### config.mk
export PLATFORM = sky130hd
export DESIGN_NAME = if_fetch_buf_flat
export DESIGN_NICKNAME = d
export VERILOG_FILES = /design/src/rtl/if_fetch_buf_if.sv /design/src/rtl/if_fetch_buf.sv /design/src/flat_wrapper.sv
export SDC_FILE = /design/constraint.sdc
export NUM_CORES = 1
export LEC_CHECK = 0
export ABC_AREA = 1
export BUFFER_PORTS_ARGS = -buffer_cell sky130_fd_sc_hd__buf_2
export CORE_MARGIN = 2
export CORE_UTILIZATION = 52
export DETAILED_ROUTE_END_ITERATION = 6
export HOLD_SLACK_MARGIN = 0.05
export MAX_ROUTING_LAYER = met4
export PLACE_DENSITY_LB_ADDON = 0.05
export SYNTH_ARGS = -nofsm -noshare
export SYNTH_HDL_FRONTEND = slang
export SYNTH_SLANG_ARGS = --single-unit
### constraint.sdc
create_clock -name clk -period 3.9 [get_ports clk]
set_input_delay 0.39 -clock clk [delete_from_list [all_inputs] [get_ports clk]]
set_output_delay 0.39 -clock clk [all_outputs]
set_load 0.03 [all_outputs]
### src/rtl/if_fetch_buf_if.sv
// Bundle of the PC-side, ROM-side and IF/ID-side signals of the fetch buffer.
// The dbg_* fields expose internal state for checkers and benches.
interface if_fetch_buf_if;
  logic [31:0] pc;
  logic        ce;
  logic [5:0]  stall;
  logic        flush;
  logic        rom_req;
  logic [31:0] rom_addr;
  logic        rom_ack;
  logic [31:0] rom_data;
  logic [31:0] id_pc;
  logic [31:0] id_inst;
  logic        id_valid;
  logic        stallreq_if;
  logic [1:0]  dbg_state;
  logic [7:0]  dbg_count;

  // Fetch-stage side.
  modport slave (
    input  pc, ce, stall, flush, rom_ack, rom_data,
    output rom_req, rom_addr, id_pc, id_inst, id_valid, stallreq_if,
    output dbg_state, dbg_count
  );

  // Environment side: PC register, CTRL, ROM and ID observer.
  modport master (
    output pc, ce, stall, flush, rom_ack, rom_data,
    input  rom_req, rom_addr, id_pc, id_inst, id_valid, stallreq_if,
    input  dbg_state, dbg_count
  );
endinterface

### src/rtl/if_fetch_buf.sv
// Instruction-fetch stage: issues req/ack reads to a variable-latency ROM,
// buffers returned words in a small FIFO and drives the IF/ID register.
module if_fetch_buf #(
  parameter int DEPTH = 4,
  parameter int PTR_W = 2
) (
  input logic          clk,
  input logic          rst,
  if_fetch_buf_if.slave bus
);

  // Handshakes: a PC is taken when ce=1 and stall[0]=0 (CTRL mirrors
  // stallreq_if onto stall[0]); a ROM read holds rom_req and rom_addr
  // stable until the cycle rom_ack=1, which completes it in that same cycle.

  typedef enum logic [1:0] {
    IDLE  = 2'd0,
    WAIT  = 2'd1,
    DRAIN = 2'd2
  } state_t;

  localparam logic [PTR_W:0] FULL = (PTR_W + 1)'(DEPTH);

  state_t            state_q, state_d;
  logic              rom_req_q, rom_req_d;
  logic [31:0]       rom_addr_q, rom_addr_d;

  logic [31:0]       mem_pc   [DEPTH];
  logic [31:0]       mem_inst [DEPTH];
  logic [PTR_W-1:0]  wr_ptr_q, rd_ptr_q;
  logic [PTR_W:0]    count_q, used;

  logic [31:0]       id_pc_q, id_inst_q;
  logic              id_valid_q;

  logic              accept, push, pop, fifo_empty, stallreq;
  logic              unused_stall;

  assign unused_stall = ^bus.stall[5:3];

  always_comb begin
    fifo_empty = (count_q == '0);
    // An in-flight request owns a FIFO slot, so its push can never overflow.
    used       = count_q + (PTR_W + 1)'(state_q == WAIT);
    accept     = bus.ce & ~bus.stall[0] & ~bus.flush &
                 ((state_q == IDLE) | ((state_q == WAIT) & bus.rom_ack));
    push       = (state_q == WAIT) & bus.rom_ack & ~bus.flush;
    pop        = ~bus.flush & ~bus.stall[1] & ~fifo_empty;
    stallreq   = bus.ce & (bus.flush | (state_q == DRAIN) |
                           ((state_q == WAIT) & ~bus.rom_ack) | (used == FULL));
  end

  // Request FSM: next state and ROM request registers.
  always_comb begin
    state_d    = state_q;
    rom_req_d  = rom_req_q;
    rom_addr_d = rom_addr_q;
    case (state_q)
      IDLE: begin
        if (accept) begin
          state_d    = WAIT;
          rom_req_d  = 1'b1;
          rom_addr_d = bus.pc;
        end
      end
      WAIT: begin
        if (bus.flush) begin
          if (bus.rom_ack) begin
            state_d   = IDLE;
            rom_req_d = 1'b0;
          end else begin
            state_d = DRAIN;
          end
        end else if (bus.rom_ack) begin
          if (accept) begin
            rom_addr_d = bus.pc;
          end else begin
            state_d   = IDLE;
            rom_req_d = 1'b0;
          end
        end
      end
      DRAIN: begin
        // The ROM cannot cancel a read, so wait out the ack and drop the data.
        if (bus.rom_ack) begin
          state_d   = IDLE;
          rom_req_d = 1'b0;
        end
      end
      default: begin
        state_d   = IDLE;
        rom_req_d = 1'b0;
      end
    endcase
  end

  always_ff @(posedge clk) begin
    if (rst) begin
      state_q    <= IDLE;
      rom_req_q  <= 1'b0;
      rom_addr_q <= '0;
    end else begin
      state_q    <= state_d;
      rom_req_q  <= rom_req_d;
      rom_addr_q <= rom_addr_d;
    end
  end

  always_ff @(posedge clk) begin
    if (push) begin
      mem_pc[wr_ptr_q]   <= rom_addr_q;
      mem_inst[wr_ptr_q] <= bus.rom_data;
    end
  end

  always_ff @(posedge clk) begin
    if (rst || bus.flush) begin
      wr_ptr_q <= '0;
      rd_ptr_q <= '0;
      count_q  <= '0;
    end else begin
      if (push) wr_ptr_q <= wr_ptr_q + 1'b1;
      if (pop)  rd_ptr_q <= rd_ptr_q + 1'b1;
      case ({push, pop})
        2'b10:   count_q <= count_q + 1'b1;
        2'b01:   count_q <= count_q - 1'b1;
        default: count_q <= count_q;
      endcase
    end
  end

  // IF/ID register: flush, then bubble (stall IF only), then hold, then pop.
  always_ff @(posedge clk) begin
    if (rst || bus.flush) begin
      id_pc_q    <= '0;
      id_inst_q  <= '0;
      id_valid_q <= 1'b0;
    end else if (bus.stall[1] && !bus.stall[2]) begin
      id_pc_q    <= '0;
      id_inst_q  <= '0;
      id_valid_q <= 1'b0;
    end else if (bus.stall[1]) begin
      id_pc_q    <= id_pc_q;
      id_inst_q  <= id_inst_q;
      id_valid_q <= id_valid_q;
    end else if (pop) begin
      id_pc_q    <= mem_pc[rd_ptr_q];
      id_inst_q  <= mem_inst[rd_ptr_q];
      id_valid_q <= 1'b1;
    end else begin
      id_pc_q    <= '0;
      id_inst_q  <= '0;
      id_valid_q <= 1'b0;
    end
  end

  always_ff @(posedge clk) begin
    if (!rst) begin
      assert (!(push && !pop && count_q == FULL));
    end
  end

  assign bus.rom_req     = rom_req_q;
  assign bus.rom_addr    = rom_addr_q;
  assign bus.id_pc       = id_pc_q;
  assign bus.id_inst     = id_inst_q;
  assign bus.id_valid    = id_valid_q;
  assign bus.stallreq_if = stallreq;
  assign bus.dbg_state   = state_q;
  assign bus.dbg_count   = 8'(count_q);

endmodule

### src/flat_wrapper.sv
// flat-port wrapper written by rule: the top's interface ports become plain ports
module if_fetch_buf_flat 
#(
  parameter int DEPTH = 4,
  parameter int PTR_W = 2
)
  (clk, rst, bus_pc, bus_ce, bus_stall, bus_flush, bus_rom_ack, bus_rom_data, bus_rom_req, bus_rom_addr, bus_id_pc, bus_id_inst, bus_id_valid, bus_stallreq_if, bus_dbg_state, bus_dbg_count);
  if_fetch_buf_if bus_i ();
  input logic clk;
  input logic rst;
  input wire logic [$bits(bus_i.pc)-1:0] bus_pc;
  input wire logic [$bits(bus_i.ce)-1:0] bus_ce;
  input wire logic [$bits(bus_i.stall)-1:0] bus_stall;
  input wire logic [$bits(bus_i.flush)-1:0] bus_flush;
  input wire logic [$bits(bus_i.rom_ack)-1:0] bus_rom_ack;
  input wire logic [$bits(bus_i.rom_data)-1:0] bus_rom_data;
  output wire logic [$bits(bus_i.rom_req)-1:0] bus_rom_req;
  output wire logic [$bits(bus_i.rom_addr)-1:0] bus_rom_addr;
  output wire logic [$bits(bus_i.id_pc)-1:0] bus_id_pc;
  output wire logic [$bits(bus_i.id_inst)-1:0] bus_id_inst;
  output wire logic [$bits(bus_i.id_valid)-1:0] bus_id_valid;
  output wire logic [$bits(bus_i.stallreq_if)-1:0] bus_stallreq_if;
  output wire logic [$bits(bus_i.dbg_state)-1:0] bus_dbg_state;
  output wire logic [$bits(bus_i.dbg_count)-1:0] bus_dbg_count;
  assign bus_i.pc = bus_pc;
  assign bus_i.ce = bus_ce;
  assign bus_i.stall = bus_stall;
  assign bus_i.flush = bus_flush;
  assign bus_i.rom_ack = bus_rom_ack;
  assign bus_i.rom_data = bus_rom_data;
  assign bus_rom_req = bus_i.rom_req;
  assign bus_rom_addr = bus_i.rom_addr;
  assign bus_id_pc = bus_i.id_pc;
  assign bus_id_inst = bus_i.id_inst;
  assign bus_id_valid = bus_i.id_valid;
  assign bus_stallreq_if = bus_i.stallreq_if;
  assign bus_dbg_state = bus_i.dbg_state;
  assign bus_dbg_count = bus_i.dbg_count;
  if_fetch_buf #(.DEPTH(DEPTH), .PTR_W(PTR_W)) u_core (.clk(clk), .rst(rst), .bus(bus_i));
endmodule
* Yosys cells after proc, flatten, opt, wreduce, memory -nomap -nowiden *
Memory sizes are Yosys's and may differ from the RTL's. A register that Yosys moved wholly into a read port is not among the register bits.
Index checks and enable logic that the tools add are counted.

word-level totals
  register bits = 107
  RAM bits = 256
  input bits = 75
  memories kept = 2

operators by class
  add/sub/neg operators = 5
  equal/unequal tests = 11
  multiplexer cells = 27
  bitwise operators = 18
  reductions and logical operators = 11

memories
  name             words  bits a word  rd ports  clocked after Yosys merged registers in  write ports  RTL line            source
  u_core.mem_inst  4      32           1         1                                        1            if_fetch_buf.sv:29  logic [31:0] mem_inst [DEPTH];
  u_core.mem_pc    4      32           1         1                                        1            if_fetch_buf.sv:28  logic [31:0] mem_pc [DEPTH];

operator list
  kind                                                                count
  32-bit 2-to-1 mux                                                   5
  32-bit one-hot mux with 2 select lines                              1
  2-bit 2-to-1 mux                                                    10
  1-bit AND                                                           9
  1-bit 2-to-1 mux                                                    8
  2-bit inequality test, second input constant                        3
  3-bit inequality test, second input constant                        2
  2-bit one-hot mux with 3 select lines                               1
  3-bit one-hot mux with 2 select lines                               1
  3-bit AND reduction                                                 2
  1-bit NOT                                                           5
  2-bit by 1-bit adder with 2-bit output, second input constant       2
  2-bit by 1-bit == test with 1-bit output, second input constant     2
  2-bit == test, second input constant                                2
  1-bit OR                                                            4
  4-bit AND reduction                                                 1
  2-bit nonzero test                                                  2
  3-bit by 1-bit adder with 3-bit output                              1
  3-bit by 1-bit adder with 3-bit output, second input constant       1
  3-bit == test, second input constant                                1
  3-bit logical NOT                                                   1
  1-bit one-hot mux with 3 select lines                               1
  3-bit by 1-bit subtractor with 3-bit output, second input constant  1
  2-bit logical NOT                                                   1
  5 further kinds                                                     5

* Depth between registers and ports, before layout *
  depth after elaboration = 8
  gate-level depth with buffers = 12
  mapped depth without buffers = 12

* Worst setup path after synthesis *
OpenSTA, ideal clock, no wires.

  path kind = register to register
  start point = register u_core.state_q[0], in the netlist u_core.bus.dbg_state[0]
  end point = memory u_core.mem_inst[0][0] (enable)
  library setup time = 0.487 ns
  arrival = 3.659 ns
  setup slack = -0.245 ns
  cell stages (with the launch flop) = 5
  path buffers = 0
  cell sequence = dfxtp_1 nand2_1 nor2_1 nand2_1 nor2_1

on the way
  cells in the longest elaborated chain, start to end = 5

ends and longest elaborated chain
  what                                      RTL line             source
  start: declaration                        if_fetch_buf.sv:24   state_t state_q, state_d;
  start signal: assignment                  if_fetch_buf.sv:103  state_q <= state_d;
  2-bit by 1-bit == test with 1-bit output  if_fetch_buf.sv:47   push = (state_q == WAIT) & bus.rom_ack & ~bus.flush;
  1-bit AND (2 in series)                   if_fetch_buf.sv:47
  1-bit 2-to-1 mux                          if_fetch_buf.sv:110  if (push) begin
  1-bit 2-to-1 mux (implied by the code)    if_fetch_buf.sv:112  mem_inst[wr_ptr_q] <= bus.rom_data;
  end: declaration                          if_fetch_buf.sv:29

Every way passes these cells.

* Worst setup path after layout *
  start point = register u_core.state_q[1], in the netlist u_core.bus.dbg_state[1]
  end point = output bus_stallreq_if

on the way
  cells in the longest elaborated chain, start to end = 5

ends and longest elaborated chain
  what                                                                              RTL line                                                    source
  2-bit by 1-bit == test with 1-bit output / 2-bit == test (equally long branches)  if_fetch_buf.sv:44, if_fetch_buf.sv:50, if_fetch_buf.sv:49
  3-bit by 1-bit adder with 3-bit output, or another cell as far along              if_fetch_buf.sv:44                                          used = count_q + (PTR_W + 1)'(state_q == WAIT);
  3-bit == test / 1-bit OR (equally long branches)                                  if_fetch_buf.sv:50, if_fetch_buf.sv:49
  1-bit OR (*)                                                                      if_fetch_buf.sv:50                                          ((state_q == WAIT) & ~bus.rom_ack) | (used == FULL));
  1-bit AND (*)                                                                     if_fetch_buf.sv:49                                          stallreq = bus.ce & (bus.flush | (state_q == DRAIN) |
  end: declaration                                                                  flat_wrapper.sv:22                                          output wire logic [$bits(bus_i.stallreq_if)-1:0] bus_stallreq_if;

Every way passes the cells marked *; elsewhere a longest branch is shown, timed or not.

==> results_dict.tcl <==
set metrics [dict create \
    synth_top_family_by_area "simple AND/OR/NAND/NOR gates" \
    yosys-top-cells-area "edfxtp_1 51%, dfxtp_1 15%, nand2_1 13%" \
    postCtsResizedCells 0 \
    seq_area_frac_synth 0.660 \
    grt_max_degree 74 \
    drtAntennaViolNets 0 \
    pre_cts_ws_ns 1.55 \
    clock_latency_ns 0.52 \
    avgSynthCellArea_um2 9.36 \
    synthMuxAreaShare 0 \
    layout-drive-gt1-share 0.147 \
    synth_compound_area_frac 0.0280 \
    min_period_over_period 0.666 \
    drtPass1Iterations 5 \
    synth_xor_area_frac 0.000586 \
    maxCapViolCount 0 \
    core-area_um2 28500 \
    area_growth_syn_to_layout_pct 17.2 \
    wl_mm 32.7 \
    crit_path_start "u_core.bus.dbg_state[1]" \
    hold_violations 0 \
    hold_path_depth 2 \
    die_y_um 174 \
    fill_cells 2459 \
    clkTransAtPathRegs_ns 0.06 \
    grt_pass1_wl_mm 51.8 \
    nets 1842 \
    max_freq_mhz 385 \
    maxSlewViolCount 0 \
    start_kind "flop" \
    clock-sinks 365 \
    p_leak_nw 8.04 \
    gr-usage-all-layers 0.225 \
    tightestPinTransition_ns 1.15 \
    grt_overflow_total 0 \
    drcViolationCount 0 \
    worst-r2r-cell-count 7 \
    postCtsSetupBuffers 0 \
    rsz0062_at_grt "false" \
    worstPathArrival_ns 2.21 \
    hpwlAfterDp_mm 18.1 \
    fin_ws_ns 1.30 \
    grt_pass1_vias 9848 \
    cts_hold_buf 0 \
    final_common_cell "nand2_1" \
    cts-htree-levels 2 \
    synthSimpleGateAreaFrac 0.199 \
    final_cell_mix "534 x nand2_1, 314 x inv_1, 256 x edfxtp_1" \
    dpl.cell_count 2103 \
    die_x_um 174 \
    avgViaCountPerCell 4.74 \
    initial_utilization 0.524 \
    stdcell_count 2175 \
    min_path_type "primary input to flop" \
    p_per_area_nw_per_um2 470 \
    num_io_pins 184 \
    worstHoldStart "rst" \
    end_kind "primary output" \
    cts_buffers 38 \
    synthCells 1598 \
    finalSetupViolations 0 \
    antenna_found_initial 2 \
    slew_headroom 0.230 \
    tritoncts "built" \
    gp_congestion 0.738 \
    cts_buffer_depth 3 \
    required_ns 3.51 \
    vdd_drop_max_uv 385 \
    finClkSkew_ns 0.0120 \
    die-area_um2 30100 \
    drt_iter0_drc 643 \
    wl_per_cell_um 15.0 \
    syn-cell-area_um2 15000 \
    num_rows 62 \
    dr_total_vias 10300 \
    synth_top_area_cell "edfxtp_1" \
    synthAdderAreaFrac 0.00719 \
    cts_root_buf "clkbuf_16" \
    yosys_warnings 0 \
    period_minus_slack_ns 2.60 \
    synth-seq-cells 365 \
    numPortBuffers 175 \
    path_class "flop to primary output" \
    yosysTopAreaCellShare 0.514 \
    synth.distinct_cells 23 \
    status "finished, final reports clean" \
    crit_fanout 6 \
]
[cell families after synthesis]
logic type / count (synthesis)
XOR/XNOR: 1
buffers and inverters: 392
AND/OR/NAND/NOR: 750
other: 1
AO/OA/AOI/OAI: 81
adder cells (fa/ha/maj): 8
flip-flops: 365
[report_power, final]
group	internal, mW	total (mW)	leakage [nW]	switching [mW]
Sequential	4.16	4.19	3.21	0.0297
Clock	2.37	3.81	0.658	1.44
Combinational	0.0662	0.227	4.16	0.161
[cell type report]
type	instances	area, um^2	share of cell area
tap	384	480	0.0274
antenna	2	5.00	0.000285
sequential	365	9870	0.563
timing repair buffer	193	1050	0.0598
multi-input combinational	845	3590	0.205
clock buffer	52	1100	0.0626
clock inverter	18	246	0.0141
inverter	316	1190	0.0678
[Yosys cell counts]
library cell    n
a21oi_1        75
a21oi_2         1
buf_1           7
buf_2          53
buf_4           6
buf_6           1
clkbuf_1        9
conb_1          1
dfxtp_1       109
edfxtp_1      256
fa_1            1
ha_1            7
inv_1         315
inv_2           1
nand2_1       534
nand3_1       129
nand4_1         1
nor2_1         86
o211ai_2        1
o21a_1          1
o21ai_0         2
o21ai_1         1
xor2_1          1
[layer usage]
metal  global-route usage  wire, um
met5                    -         0
met4               0.0662       768
met3               0.0373      1570
met2                0.385     15900
met1                0.278     14500
[flip-flops by register name, indices dropped and copies added (netlist names), named ones only]
name / flops
u_core.wr_ptr_q: 2
u_core.bus.id_inst: 32
u_core.bus.id_valid: 1
u_core.count_q: 3
u_core.mem_inst: 128
u_core.bus.rom_addr: 32
u_core.rd_ptr_q: 2
u_core.bus.rom_req: 1
u_core.bus.dbg_state: 2
u_core.mem_pc: 128
u_core.bus.id_pc: 32
[stage by stage]
step / power, mW / hold slack (ns) / area [um^2] / setup TNS (ns) / util
2_1_floorplan: 4.40 / 0.459 / 15000 / -62.79 / -
3_3_place_gp: 4.50 / 0.440 / 16200 / 0 / 0.567
3_5_place_dp: 4.50 / 0.445 / 16200 / 0 / 0.567
4_1_cts: 8.31 / 0.0641 / 17500 / 0 / 0.614
5_1_grt: 8.49 / 0.0647 / 17500 / 0 / 0.614
6_report: 8.24 / 0.0769 / 17500 / 0 / 0.614
[path summary, 6_finish.rpt]
kind                             end  slack (ns)
max reg2reg     u_core.bus.id_pc[22]        1.58
min reg2reg    u_core.bus.id_inst[7]        0.45
max                  bus_stallreq_if        1.30
min          u_core.bus.dbg_state[0]        0.08
[worst max-delay path: stages, from the launching register on]
cell	delay [ns]
dfxtp_1	0.40
inv_1	0.08
nand2_1	0.10
inv_1	0.05
ha_1	0.17
ha_1	0.27
nor2_1	0.10
nand2_1	0.05
a21oi_1	0.22
buf_2	0.25
Power figures use the tool's default switching activity.
